`config.mk`:
```
export PLATFORM = sky130hd
export DESIGN_NAME = mp3_player_ctrl_flat
export DESIGN_NICKNAME = d
export VERILOG_FILES = /design/src/rtl/mp3_player_ctrl_pkg.sv /design/src/rtl/mp3_player_ctrl_if.sv /design/src/rtl/mp3_player_ctrl_btn_debounce.sv /design/src/rtl/mp3_player_ctrl.sv /design/src/flat_wrapper.sv
export SDC_FILE = /design/constraint.sdc
export NUM_CORES = 1
export LEC_CHECK = 0
export CAP_MARGIN = 10
export CORE_UTILIZATION = 30
export CTS_BUF_LIST = sky130_fd_sc_hd__clkbuf_16
export CTS_CLUSTER_SIZE = 14
export DETAILED_ROUTE_END_ITERATION = 7
export PLACE_DENSITY_LB_ADDON = 0.1
export SYNTH_ARGS = -nofsm -noshare
export SYNTH_HDL_FRONTEND = slang
export SYNTH_SLANG_ARGS = --single-unit
```
`constraint.sdc`:
```
create_clock -name CLK -period 3.5 [get_ports CLK]
set_input_delay 0.7 -clock CLK [delete_from_list [all_inputs] [get_ports CLK]]
set_output_delay 0.7 -clock CLK [all_outputs]
set_load 0.01 [all_outputs]
```
`src/rtl/mp3_player_ctrl_pkg.sv`:
```
// Shared constants and helpers for the MP3 front-panel controller:
// event codes, button indices, repeat-FSM states and VS1003 volume math.
package mp3_player_ctrl_pkg;

  // VS1003 attenuation byte: 0 is loudest, 0xFE is the quietest usable value.
  localparam logic [7:0] VOL_MAX  = 8'hFE;
  localparam logic [7:0] VOL_INIT = 8'h20;

  // Arbitrated events. A lower numeric code means a higher priority.
  localparam logic [2:0] EV_NONE  = 3'd0;
  localparam logic [2:0] EV_NEXT  = 3'd1;
  localparam logic [2:0] EV_PREV  = 3'd2;
  localparam logic [2:0] EV_PAUSE = 3'd3;
  localparam logic [2:0] EV_VUP   = 3'd4;
  localparam logic [2:0] EV_VDN   = 3'd5;

  localparam int B_NEXT  = 0;
  localparam int B_PREV  = 1;
  localparam int B_PAUSE = 2;
  localparam int B_VUP   = 3;
  localparam int B_VDN   = 4;
  localparam int NUM_BTN = 5;

  typedef enum logic [2:0] {
    RS_IDLE   = 3'b001,
    RS_WAIT   = 3'b010,
    RS_REPEAT = 3'b100
  } rep_state_e;

  function automatic logic [7:0] vol_louder(input logic [7:0] vol, input logic [7:0] step);
    return (vol < step) ? 8'h00 : vol - step;
  endfunction

  // The sum is formed in 9 bits so a step near the top cannot wrap past 0xFF.
  function automatic logic [7:0] vol_quieter(input logic [7:0] vol, input logic [7:0] step,
                                             input logic [7:0] max);
    logic [8:0] sum;
    sum = {1'b0, vol} + {1'b0, step};
    return (sum > {1'b0, max}) ? max : sum[7:0];
  endfunction

endpackage

```
`src/rtl/mp3_player_ctrl_if.sv`:
```
// Front panel (raw buttons) and decoder-driver (player state) signals of the controller.
interface mp3_player_ctrl_if;
  logic        BTN_NEXT;
  logic        BTN_PREV;
  logic        BTN_VOL_UP;
  logic        BTN_VOL_DN;
  logic        BTN_PAUSE;
  logic [31:0] SongNow;
  logic [31:0] MusicSize;
  logic [7:0]  VOLUME;
  logic        IS_SUSPENDING;

  modport slave (
    input  BTN_NEXT, BTN_PREV, BTN_VOL_UP, BTN_VOL_DN, BTN_PAUSE,
    output SongNow, MusicSize, VOLUME, IS_SUSPENDING
  );

  modport master (
    output BTN_NEXT, BTN_PREV, BTN_VOL_UP, BTN_VOL_DN, BTN_PAUSE,
    input  SongNow, MusicSize, VOLUME, IS_SUSPENDING
  );
endinterface

```
`src/rtl/mp3_player_ctrl_btn_debounce.sv`:
```
// One push-button: 2-flop synchroniser, stability counter, accepted level and
// a single-cycle press pulse on each accepted 0->1 transition.
module btn_debounce #(
  parameter int DEBOUNCE_CYCLES = 20000
) (
  input  logic clk,
  input  logic rst_n,
  input  logic btn_raw,
  output logic level,
  output logic press
);

  localparam int            CW       = (DEBOUNCE_CYCLES > 1) ? $clog2(DEBOUNCE_CYCLES) : 1;
  localparam logic [CW-1:0] CNT_LAST = CW'(DEBOUNCE_CYCLES - 1);

  logic          sync1_q, sync2_q;
  logic          level_q, level_d;
  logic          press_q, press_d;
  logic [CW-1:0] cnt_q, cnt_d;

  always_comb begin
    // NOTE: every always_comb output gets a default first so no path leaves it unassigned (no latch).
    level_d = level_q;
    press_d = 1'b0;
    cnt_d   = '0;
    if (sync2_q != level_q) begin
      if (cnt_q == CNT_LAST) begin
        level_d = sync2_q;
        press_d = sync2_q;
      end else begin
        cnt_d = cnt_q + CW'(1);
      end
    end
  end

  always_ff @(posedge clk or negedge rst_n) begin
    if (!rst_n) begin
      sync1_q <= 1'b0;
      sync2_q <= 1'b0;
      level_q <= 1'b0;
      press_q <= 1'b0;
      cnt_q   <= '0;
    end else begin
      // NOTE: non-blocking assignments make the synchroniser a true two-stage shift.
      sync1_q <= btn_raw;
      sync2_q <= sync1_q;
      level_q <= level_d;
      press_q <= press_d;
      cnt_q   <= cnt_d;
    end
  end

  assign level = level_q;
  assign press = press_q;

endmodule

```
`src/rtl/mp3_player_ctrl.sv`:
```
// MP3 front-panel controller: debounced buttons, volume auto-repeat, priority
// arbitration and the registered player state consumed by the decoder driver.
module mp3_player_ctrl #(
  parameter int                      NUM_SONGS       = 4,
  parameter logic [NUM_SONGS*32-1:0] SONG_SIZES      = {4{32'd4096}},
  parameter int                      DEBOUNCE_CYCLES = 20000,
  parameter int                      VOL_STEP        = 8,
  parameter logic [7:0]              VOL_MAX         = mp3_player_ctrl_pkg::VOL_MAX,
  parameter logic [7:0]              VOL_INIT        = mp3_player_ctrl_pkg::VOL_INIT,
  parameter int                      REPEAT_DELAY    = 500000,
  parameter int                      REPEAT_PERIOD   = 100000
) (
  input logic              CLK,
  input logic              RESET_N,
  mp3_player_ctrl_if.slave bus
);
  import mp3_player_ctrl_pkg::*;

  localparam int                SONG_W    = (NUM_SONGS > 1) ? $clog2(NUM_SONGS) : 1;
  localparam logic [SONG_W-1:0] LAST_SONG = SONG_W'(NUM_SONGS - 1);
  localparam logic [7:0]        STEP8     = 8'(VOL_STEP);
  localparam int                RMAX      = (REPEAT_DELAY > REPEAT_PERIOD) ? REPEAT_DELAY : REPEAT_PERIOD;
  localparam int                RW        = $clog2(RMAX + 1) + 1;
  localparam logic [RW-1:0]     DLY_LAST  = RW'(REPEAT_DELAY - 1);
  localparam logic [RW-1:0]     PER_LAST  = RW'(REPEAT_PERIOD - 1);

  function automatic logic [31:0] size_of(input logic [SONG_W-1:0] idx);
    return SONG_SIZES[32*int'(idx) +: 32];
  endfunction

  logic [NUM_BTN-1:0] raw, lvl, prs;

  assign raw[B_NEXT]  = bus.BTN_NEXT;
  assign raw[B_PREV]  = bus.BTN_PREV;
  assign raw[B_PAUSE] = bus.BTN_PAUSE;
  assign raw[B_VUP]   = bus.BTN_VOL_UP;
  assign raw[B_VDN]   = bus.BTN_VOL_DN;

  for (genvar i = 0; i < NUM_BTN; i++) begin : g_btn
    btn_debounce #(.DEBOUNCE_CYCLES(DEBOUNCE_CYCLES)) u_db (
      .clk     (CLK),
      .rst_n   (RESET_N),
      .btn_raw (raw[i]),
      .level   (lvl[i]),
      .press   (prs[i])
    );
  end

  // Only the volume buttons care about the held level.
  logic unused_lvl;
  assign unused_lvl = ^lvl[B_PAUSE:B_NEXT];

  // Volume auto-repeat, index 0 = vol_up, 1 = vol_dn. The counter starts at 1 on
  // the press so it counts cycles since the press pulse.
  logic [1:0]    vol_press, vol_lvl, rep_ev_q;
  rep_state_e    rep_state_q [2];
  logic [RW-1:0] rep_cnt_q   [2];

  assign vol_press = {prs[B_VDN], prs[B_VUP]};
  assign vol_lvl   = {lvl[B_VDN], lvl[B_VUP]};

  always_ff @(posedge CLK or negedge RESET_N) begin
    if (!RESET_N) begin
      rep_ev_q <= '0;
      for (int j = 0; j < 2; j++) begin
        rep_state_q[j] <= RS_IDLE;
        rep_cnt_q[j]   <= '0;
      end
    end else begin
      for (int j = 0; j < 2; j++) begin
        rep_ev_q[j] <= 1'b0;
        unique case (rep_state_q[j])
          RS_IDLE: begin
            if (vol_press[j]) begin
              rep_state_q[j] <= RS_WAIT;
              rep_cnt_q[j]   <= RW'(1);
            end
          end
          RS_WAIT: begin
            if (!vol_lvl[j]) begin
              rep_state_q[j] <= RS_IDLE;
              rep_cnt_q[j]   <= '0;
            end else if (rep_cnt_q[j] == DLY_LAST) begin
              rep_state_q[j] <= RS_REPEAT;
              rep_cnt_q[j]   <= '0;
              rep_ev_q[j]    <= 1'b1;
            end else begin
              rep_cnt_q[j] <= rep_cnt_q[j] + RW'(1);
            end
          end
          RS_REPEAT: begin
            if (!vol_lvl[j]) begin
              rep_state_q[j] <= RS_IDLE;
              rep_cnt_q[j]   <= '0;
            end else if (rep_cnt_q[j] == PER_LAST) begin
              rep_cnt_q[j] <= '0;
              rep_ev_q[j]  <= 1'b1;
            end else begin
              rep_cnt_q[j] <= rep_cnt_q[j] + RW'(1);
            end
          end
          default: begin
            rep_state_q[j] <= RS_IDLE;
            rep_cnt_q[j]   <= '0;
          end
        endcase
      end
    end
  end

  // Fixed-priority arbiter; losing events are dropped, never queued.
  logic [2:0] ev_sel;

  always_comb begin
    ev_sel = EV_NONE;
    if      (prs[B_NEXT])                ev_sel = EV_NEXT;
    else if (prs[B_PREV])                ev_sel = EV_PREV;
    else if (prs[B_PAUSE])               ev_sel = EV_PAUSE;
    else if (prs[B_VUP] || rep_ev_q[0])  ev_sel = EV_VUP;
    else if (prs[B_VDN] || rep_ev_q[1])  ev_sel = EV_VDN;
  end

  logic [SONG_W-1:0] song_q, song_d;
  logic [31:0]       size_q, size_d;
  logic [7:0]        vol_q, vol_d;
  logic              susp_q, susp_d;

  always_comb begin
    song_d = song_q;
    size_d = size_q;
    vol_d  = vol_q;
    susp_d = susp_q;
    unique case (ev_sel)
      EV_NEXT: begin
        song_d = (song_q == LAST_SONG) ? '0 : song_q + SONG_W'(1);
        size_d = size_of(song_d);
        susp_d = 1'b0;
      end
      EV_PREV: begin
        song_d = (song_q == '0) ? LAST_SONG : song_q - SONG_W'(1);
        size_d = size_of(song_d);
        susp_d = 1'b0;
      end
      EV_PAUSE: susp_d = ~susp_q;
      EV_VUP:   vol_d  = vol_louder(vol_q, STEP8);
      EV_VDN:   vol_d  = vol_quieter(vol_q, STEP8, VOL_MAX);
      default:  ;
    endcase
  end

  always_ff @(posedge CLK or negedge RESET_N) begin
    if (!RESET_N) begin
      song_q <= '0;
      size_q <= SONG_SIZES[31:0];
      vol_q  <= VOL_INIT;
      susp_q <= 1'b0;
    end else begin
      song_q <= song_d;
      size_q <= size_d;
      vol_q  <= vol_d;
      susp_q <= susp_d;
    end
  end

  assign bus.SongNow       = 32'(song_q);
  assign bus.MusicSize     = size_q;
  assign bus.VOLUME        = vol_q;
  assign bus.IS_SUSPENDING = susp_q;

endmodule

```
`src/flat_wrapper.sv`:
```
// flat-port wrapper written by rule: the top's interface ports become plain ports
module mp3_player_ctrl_flat import mp3_player_ctrl_pkg::*;
#(
  parameter int                      NUM_SONGS       = 4,
  parameter logic [NUM_SONGS*32-1:0] SONG_SIZES      = {4{32'd4096}},
  parameter int                      DEBOUNCE_CYCLES = 20000,
  parameter int                      VOL_STEP        = 8,
  parameter logic [7:0]              VOL_MAX         = mp3_player_ctrl_pkg::VOL_MAX,
  parameter logic [7:0]              VOL_INIT        = mp3_player_ctrl_pkg::VOL_INIT,
  parameter int                      REPEAT_DELAY    = 500000,
  parameter int                      REPEAT_PERIOD   = 100000
)
  (CLK, RESET_N, bus_BTN_NEXT, bus_BTN_PREV, bus_BTN_VOL_UP, bus_BTN_VOL_DN, bus_BTN_PAUSE, bus_SongNow, bus_MusicSize, bus_VOLUME, bus_IS_SUSPENDING);
  mp3_player_ctrl_if bus_i ();
  input logic CLK;
  input logic RESET_N;
  input wire logic [$bits(bus_i.BTN_NEXT)-1:0] bus_BTN_NEXT;
  input wire logic [$bits(bus_i.BTN_PREV)-1:0] bus_BTN_PREV;
  input wire logic [$bits(bus_i.BTN_VOL_UP)-1:0] bus_BTN_VOL_UP;
  input wire logic [$bits(bus_i.BTN_VOL_DN)-1:0] bus_BTN_VOL_DN;
  input wire logic [$bits(bus_i.BTN_PAUSE)-1:0] bus_BTN_PAUSE;
  output wire logic [$bits(bus_i.SongNow)-1:0] bus_SongNow;
  output wire logic [$bits(bus_i.MusicSize)-1:0] bus_MusicSize;
  output wire logic [$bits(bus_i.VOLUME)-1:0] bus_VOLUME;
  output wire logic [$bits(bus_i.IS_SUSPENDING)-1:0] bus_IS_SUSPENDING;
  assign bus_i.BTN_NEXT = bus_BTN_NEXT;
  assign bus_i.BTN_PREV = bus_BTN_PREV;
  assign bus_i.BTN_VOL_UP = bus_BTN_VOL_UP;
  assign bus_i.BTN_VOL_DN = bus_BTN_VOL_DN;
  assign bus_i.BTN_PAUSE = bus_BTN_PAUSE;
  assign bus_SongNow = bus_i.SongNow;
  assign bus_MusicSize = bus_i.MusicSize;
  assign bus_VOLUME = bus_i.VOLUME;
  assign bus_IS_SUSPENDING = bus_i.IS_SUSPENDING;
  mp3_player_ctrl #(.NUM_SONGS(NUM_SONGS), .SONG_SIZES(SONG_SIZES), .DEBOUNCE_CYCLES(DEBOUNCE_CYCLES), .VOL_STEP(VOL_STEP), .VOL_MAX(VOL_MAX), .VOL_INIT(VOL_INIT), .REPEAT_DELAY(REPEAT_DELAY), .REPEAT_PERIOD(REPEAT_PERIOD)) u_core (.CLK(CLK), .RESET_N(RESET_N), .bus(bus_i));
endmodule
```
# Word-level counts from Yosys, hierarchy flattened
# Cells that the tools add are included.
[word_totals]
register_bits = 186
inputBits = 7
out_inout_bits = 73
elab_cells = 161
[classes]
addsub = 11
magnitude_cmp = 2
n_eq_ne = 32
n_shift = 2
n_mux = 65
n_bitwise = 1
n_reduce_logical = 14
[ops]
columns = ["cell", "count"]
rows = [
  ["variable part select 128 x 8 -> 32 bit (first input constant)", 2],
  ["2-to-1 mux 20 bit", 10],
  ["2-to-1 mux 15 bit", 10],
  ["one-hot mux 20 bit (3 select lines)", 2],
  ["adder 15 x 1 -> 15 bit (second input constant)", 5],
  ["== test 15 bit (second input constant)", 5],
  ["one-hot mux 32 bit (2 select lines)", 1],
  ["adder 20 x 1 -> 20 bit (second input constant)", 2],
  ["== test 20 x 17 -> 1 bit (second input constant)", 2],
  ["== test 20 x 19 -> 1 bit (second input constant)", 2],
  ["2-to-1 mux 3 bit", 13],
  ["2-to-1 mux 1 bit", 18],
  ["one-hot mux 3 bit (3 select lines)", 2],
  ["2-to-1 mux 8 bit", 2],
  ["one-hot mux 8 bit (2 select lines)", 1],
  ["== test 3 x 2 -> 1 bit (second input constant)", 4],
  ["== test 3 bit (second input constant)", 4],
  ["AND reduction 2 bit", 5],
  ["adder 8 x 4 -> 9 bit (second input constant)", 1],
  ["== test 3 x 1 -> 1 bit (second input constant)", 3],
  ["greater-than comparator 9 x 8 -> 1 bit (second input constant)", 1],
  ["< comparator 8 x 4 -> 1 bit (second input constant)", 1],
  ["inequality test 2 bit (second input constant)", 4],
  ["subtractor 8 x 4 -> 8 bit (second input constant)", 1],
  ["14 further kinds", 26],
]

# Depth between registers and ports, before layout
[logic_depth]
ltp_word = 9
mapped_depth = 8

# Cells and area by module
# Synthesis repeated with hierarchy kept, for this count alone.
[unflattened]
hier_cells = 863
hier_area_um2 = 8780.9
[modules_own_cells]
columns = ["module", "n_inst", "cells_each", "area_per_inst_um2", "seq_area_each_um2"]
rows = [
  ["btn_debounce", 5, 79, 939.7, 475.5],
  ["mp3_player_ctrl", 1, 468, 4082.7, 1430.1],
]

# Worst setup path before layout
# Ideal clock, no wire load.
[synth_path]
kind = "register to register"
start = "reg u_core.vol_q[3] (netlist: u_core.bus.VOLUME[3])"
end = "reg u_core.vol_q[5] (netlist: u_core.bus.VOLUME[5])"
setup_time_ns = 0.061
arrival_time_ns = 2.114
required_time_ns = 3.439
path_slack_ns = 1.325
path_stages_with_launch = 8
n_path_buf = 0
path_cell_list = "dfrtp_1 inv_1 ha_1 nor2b_1 or4b_1 and3_1 a41oi_1 o22a_1"
[synth_via]
elab_chain_cells = 4
elab_cells_between_ends = 7
classes_between = "2 x add/sub; 2 x order compare; 3 x mux"
[synth_rtl]
columns = ["item", "line", "source"]
rows = [
  ["start: declaration", "mp3_player_ctrl.sv:125", "logic [7:0] vol_q, vol_d;"],
  ["start signal: assignment", "mp3_player_ctrl.sv:160", "vol_q <= vol_d;"],
  ["adder 8 x 4 -> 9 bit", "mp3_player_ctrl_pkg.sv:38", "sum = {1'b0, vol} + {1'b0, step};"],
  ["greater-than comparator 9 x 8 -> 1 bit", "mp3_player_ctrl_pkg.sv:39", "return (sum > {1'b0, max}) ? max : sum[7:0];"],
  ["2-to-1 mux 8 bit", "mp3_player_ctrl_pkg.sv:39", ""],
  ["one-hot mux 8 bit (2 select lines) *", "mp3_player_ctrl.sv:133", "unique case (ev_sel)"],
]
# Mark *: on every way between the ends. The rest lies on a longest branch, timed or not.
# A chain may end at the register's enable or synchronous reset.

# Worst setup path after layout
[layout_path]
start = "reg u_core.rep_cnt_q[20] in the netlist's numbering"
end = "reg u_core.rep_cnt_q[25] in the netlist's numbering"
[layout_via]
elab_chain_cells = 4
elab_cells_between_ends = 8
classes_between = "1 x add/sub; 2 x eq/ne; 5 x mux"
[layout_rtl]
columns = ["item", "line", "source"]
rows = [
  ["start: declaration", "mp3_player_ctrl.sv:57", "logic [RW-1:0] rep_cnt_q [2];"],
  ["start signal: indexed assignment", "mp3_player_ctrl.sv:88", "rep_cnt_q[j] <= rep_cnt_q[j] + RW'(1);"],
  ["start signal: indexed assignment", "mp3_player_ctrl.sv:99", "rep_cnt_q[j] <= rep_cnt_q[j] + RW'(1);"],
  ["adder 20 x 1 -> 20 bit, or another cell as far along", "mp3_player_ctrl.sv:88, mp3_player_ctrl.sv:99", ""],
  ["2-to-1 mux 20 bit, on equally long branches", "mp3_player_ctrl.sv:95, mp3_player_ctrl.sv:83", ""],
  ["2-to-1 mux 20 bit, on equally long branches", "mp3_player_ctrl.sv:92, mp3_player_ctrl.sv:80", ""],
  ["one-hot mux 20 bit (3 select lines) *", "mp3_player_ctrl.sv:72", "unique case (rep_state_q[j])"],
]
# Marked as above.

==> results.cfg <==
[timing]
setup_viol = 0
tns_ns = 0
finalWorstSetupSlack_ns = 1.03
rsz0062_at_grt = false
min_period_ns = 2.47
hold_violations = 0
skew_ns = 0.0113
slew_headroom_pct = 48.9
clock.fmax_ghz = 0.404
drv_slew = 0
tightest_slew_ns = 0.759
post-route-period-util_pct = 70.7

[synthesis]
syn_inst = 861
synth.avg_cell_area_um2 = 9.42
yosys-top-cells-area = dfrtp_1, buf_4, xor2_1
ys_ff_latch = 152
synth-compound-area-share_pct = 7.50
synth_top_flop_cell = dfrtp_1
yosys.area_share.simple_pct = 24.6
postSynth.asyncResetShare_pct = 100
synth_top_area_cell = dfrtp_1
muxShareOfSynthArea_pct = 0.694
synth_edf_count = 0
synth.distinct_cells = 62
yosysMostFrequentCell = dfrtp_1
synth_common_cells = dfrtp_1, nor2_1, nand2_1, buf_4, xor2_1
synth_top_area_share_pct = 46.0
synth_top_family_by_area = simple AND/OR/NAND/NOR gates
synthAdderAreaFrac_pct = 1.85
synthesis.area_um2 = 8110
synth-xor-area-share_pct = 9.83
yosysWarnings = 0
synth_seq_area_share_pct = 46.9

[critical_path]
r2r_start = u_core.rep_cnt_q[20]
critical-path-top-delay-family = simple AND/OR/NAND/NOR gates
slowest_delay_ns = 0.57
critPathLaunchType = flip-flop
worstSetupPathType = reg2reg
worstPathArrival_ns = 2.74
critPathMaxFanout = 14
worstPathCellList = ha_1 -> and4_1 -> nand3_1 -> o211a_1 -> nor2_2 -> o211ai_1
crit_required_ns = 3.77
r2r_end = u_core.rep_cnt_q[25]
crit_path_end_kind = flip-flop
r2r_slack_ns = 1.03
cp_slowest_cell = nor2_2
cp_num_buf_inv = 0
reg2regPathDepth = 6

[pwr]
p_leak_nw = 3.88
clkPwrFrac_pct = 49.7
vdd_ir_drop_max_mv = 0.247
p_sw_share_pct = 23.1
p_comb_share_pct = 3.2
pwr-share-seq_pct = 47.1
power_switching_uw = 880
p_int_mw = 2.93
p_per_area_nw_per_um2 = 424

[floorplanning]
coreArea_um2 = 26300
rows = 59
die_area_um2 = 27700
die_x_um = 166
io-pin-count = 80
die_h_um = 166
start_util_pct = 30.9

[clocking]
insertion_delay_ns = 0.42
numCtsBuffers = 17
htree_levels = 4
post_cts_buffers = 0
cts_resized = 0
root_buffer = clkbuf_16
cts_sinks = 152
clock_path_buffers = 2
cts_tree = done
cts_hold_buffers = 0
clk_pin_slew_ns = 0.06

[detailed_routing]
drcViolationCount = 14
wire_per_inst_um = 12.9
detail_route.iter0.violations = 365
wirelength_mm = 15.7
final_antenna_net_count = 0
vias = 5661
vias_per_cell = 4.63
dr.pass1.iters = 8

[grt]
grt_pass1_vias = 5481
grt-ovfl-total = 0
track_usage_pct = 11.9
grt_pass1_wl_mm = 27.0
antenna_found_initial = 0
grt_max_degree = 73

[run_status]
status = finished, violations left
violations = design-rule violations

[finish]
syn_to_final_growth_pct = 10.7
diodes = 0
layout.nets = 894
drive_above_1_share_pct = 6.76

[worst_hold_path]
hold_path.class = in2async

[place]
portBuffers = 16
globalplace.congestion = 0.750
dp.final_hpwl_mm = 10.5
dpl_worst_slack_ns = 1.03

[job]
drv_cap = 0
how the worst max path moves through the flow:
stage / startpoint / end / slack (ns) / cells after the start
4_1_cts: u_core.rep_cnt_q[20] / u_core.rep_cnt_q[25] / 1.02 / 6
3_5_place_dp: u_core.rep_cnt_q[20] / u_core.rep_cnt_q[29] / 1.03 / 6
6_report: u_core.rep_cnt_q[20] / u_core.rep_cnt_q[25] / 1.03 / 6
2_1_floorplan: u_core.bus.VOLUME[3] / u_core.bus.VOLUME[5] / 1.33 / 7
3_3_place_gp: u_core.rep_cnt_q[20] / u_core.rep_cnt_q[25] / 1.07 / 6
5_1_grt: u_core.rep_cnt_q[20] / u_core.rep_cnt_q[25] / 0.81 / 6
flip-flops by register name (all words and copies together), names as in the netlist, 5 cells and up:
| signal | cells |
|---|---|
| u_core.g_btn.u_db.level | 5 |
| u_core.rep_cnt_q | 40 |
| u_core.rep_state_q | 6 |
| u_core.bus.VOLUME | 6 |
| u_core.g_btn.u_db.press | 5 |
| u_core.g_btn.u_db.sync2_q | 5 |
| u_core.g_btn.u_db.sync1_q | 5 |
| u_core.g_btn.u_db.cnt_q | 75 |
worst register-to-register path: stages (launching register included):
cell and delay [ns]:
dfrtp_1 0.39, ha_1 0.22, and4_1 0.34, nand3_1 0.22, o211a_1 0.42, nor2_2 0.57
o211ai_1 0.18
layout make-up:
class / instances / area, µm²
inverter: 23 / 86.3
tap: 335 / 419
clock inverter: 15 / 176
multi-input combinational: 660 / 3850
timing repair buffer: 21 / 211
clock buffer: 17 / 425
fill: 2700 / 17300
sequential: 152 / 3810
cell families (layout without fill, tap and decap cells):
logic type | count (synthesis) | in the layout
other cells | 2 | 63
mux | 5 | 5
compound gates | 98 | 98
xor+xnor | 91 | 91
simple gates | 391 | 391
buf+inv | 110 | 76
flops | 152 | 152
fa+ha+maj | 12 | 12
per-stage QoR:
stage	power (mW)	std cells	hold WS, ns	utilization [%]	area [µm²]
floorplan	1.94	922	0.331	-	8340
global placement	1.95	1191	0.337	31.9	8380
global route	3.98	1223	0.261	34.2	8980
CTS	3.90	1223	0.242	34.2	8980
finish	3.81	1223	0.234	34.2	8980
detailed placement	1.95	1191	0.338	31.9	8380
layer usage:
layer  wire, µm  GRT usage, %  part of all wire, %
met1       8150          16.5                   52
met3        388          2.59                  2.5
met5          0             0                    0
met2       7010          18.6                   45
met4        191          3.74                  1.2
power by group through the flow:
stage	clock network (mW)	logic [mW]	registers [mW]
after global placement	0	0.126	1.83
final	1.89	0.121	1.79
after CTS	1.98	0.126	1.79
after global routing	2.05	0.142	1.79
after detailed placement	0	0.126	1.83
after floorplan	0	0.121	1.82
placed cells by master (no fill, tap or decap), types with 17 or more instances in the layout:
| master | count |
|---|---|
| xnor2_1 | 35 |
| o21ai_0 | 22 |
| clkbuf_16 | 17 |
| inv_1 | 24 |
| nor2_1 | 109 |
| nand3_1 | 40 |
| dfrtp_1 | 149 |
| nor3_1 | 30 |
| nand2_1 | 76 |
| conb_1 | 63 |
| xor2_1 | 56 |
| a21oi_1 | 31 |
| nand4_1 | 38 |
Note: power is estimated with default switching activity, not from simulation.
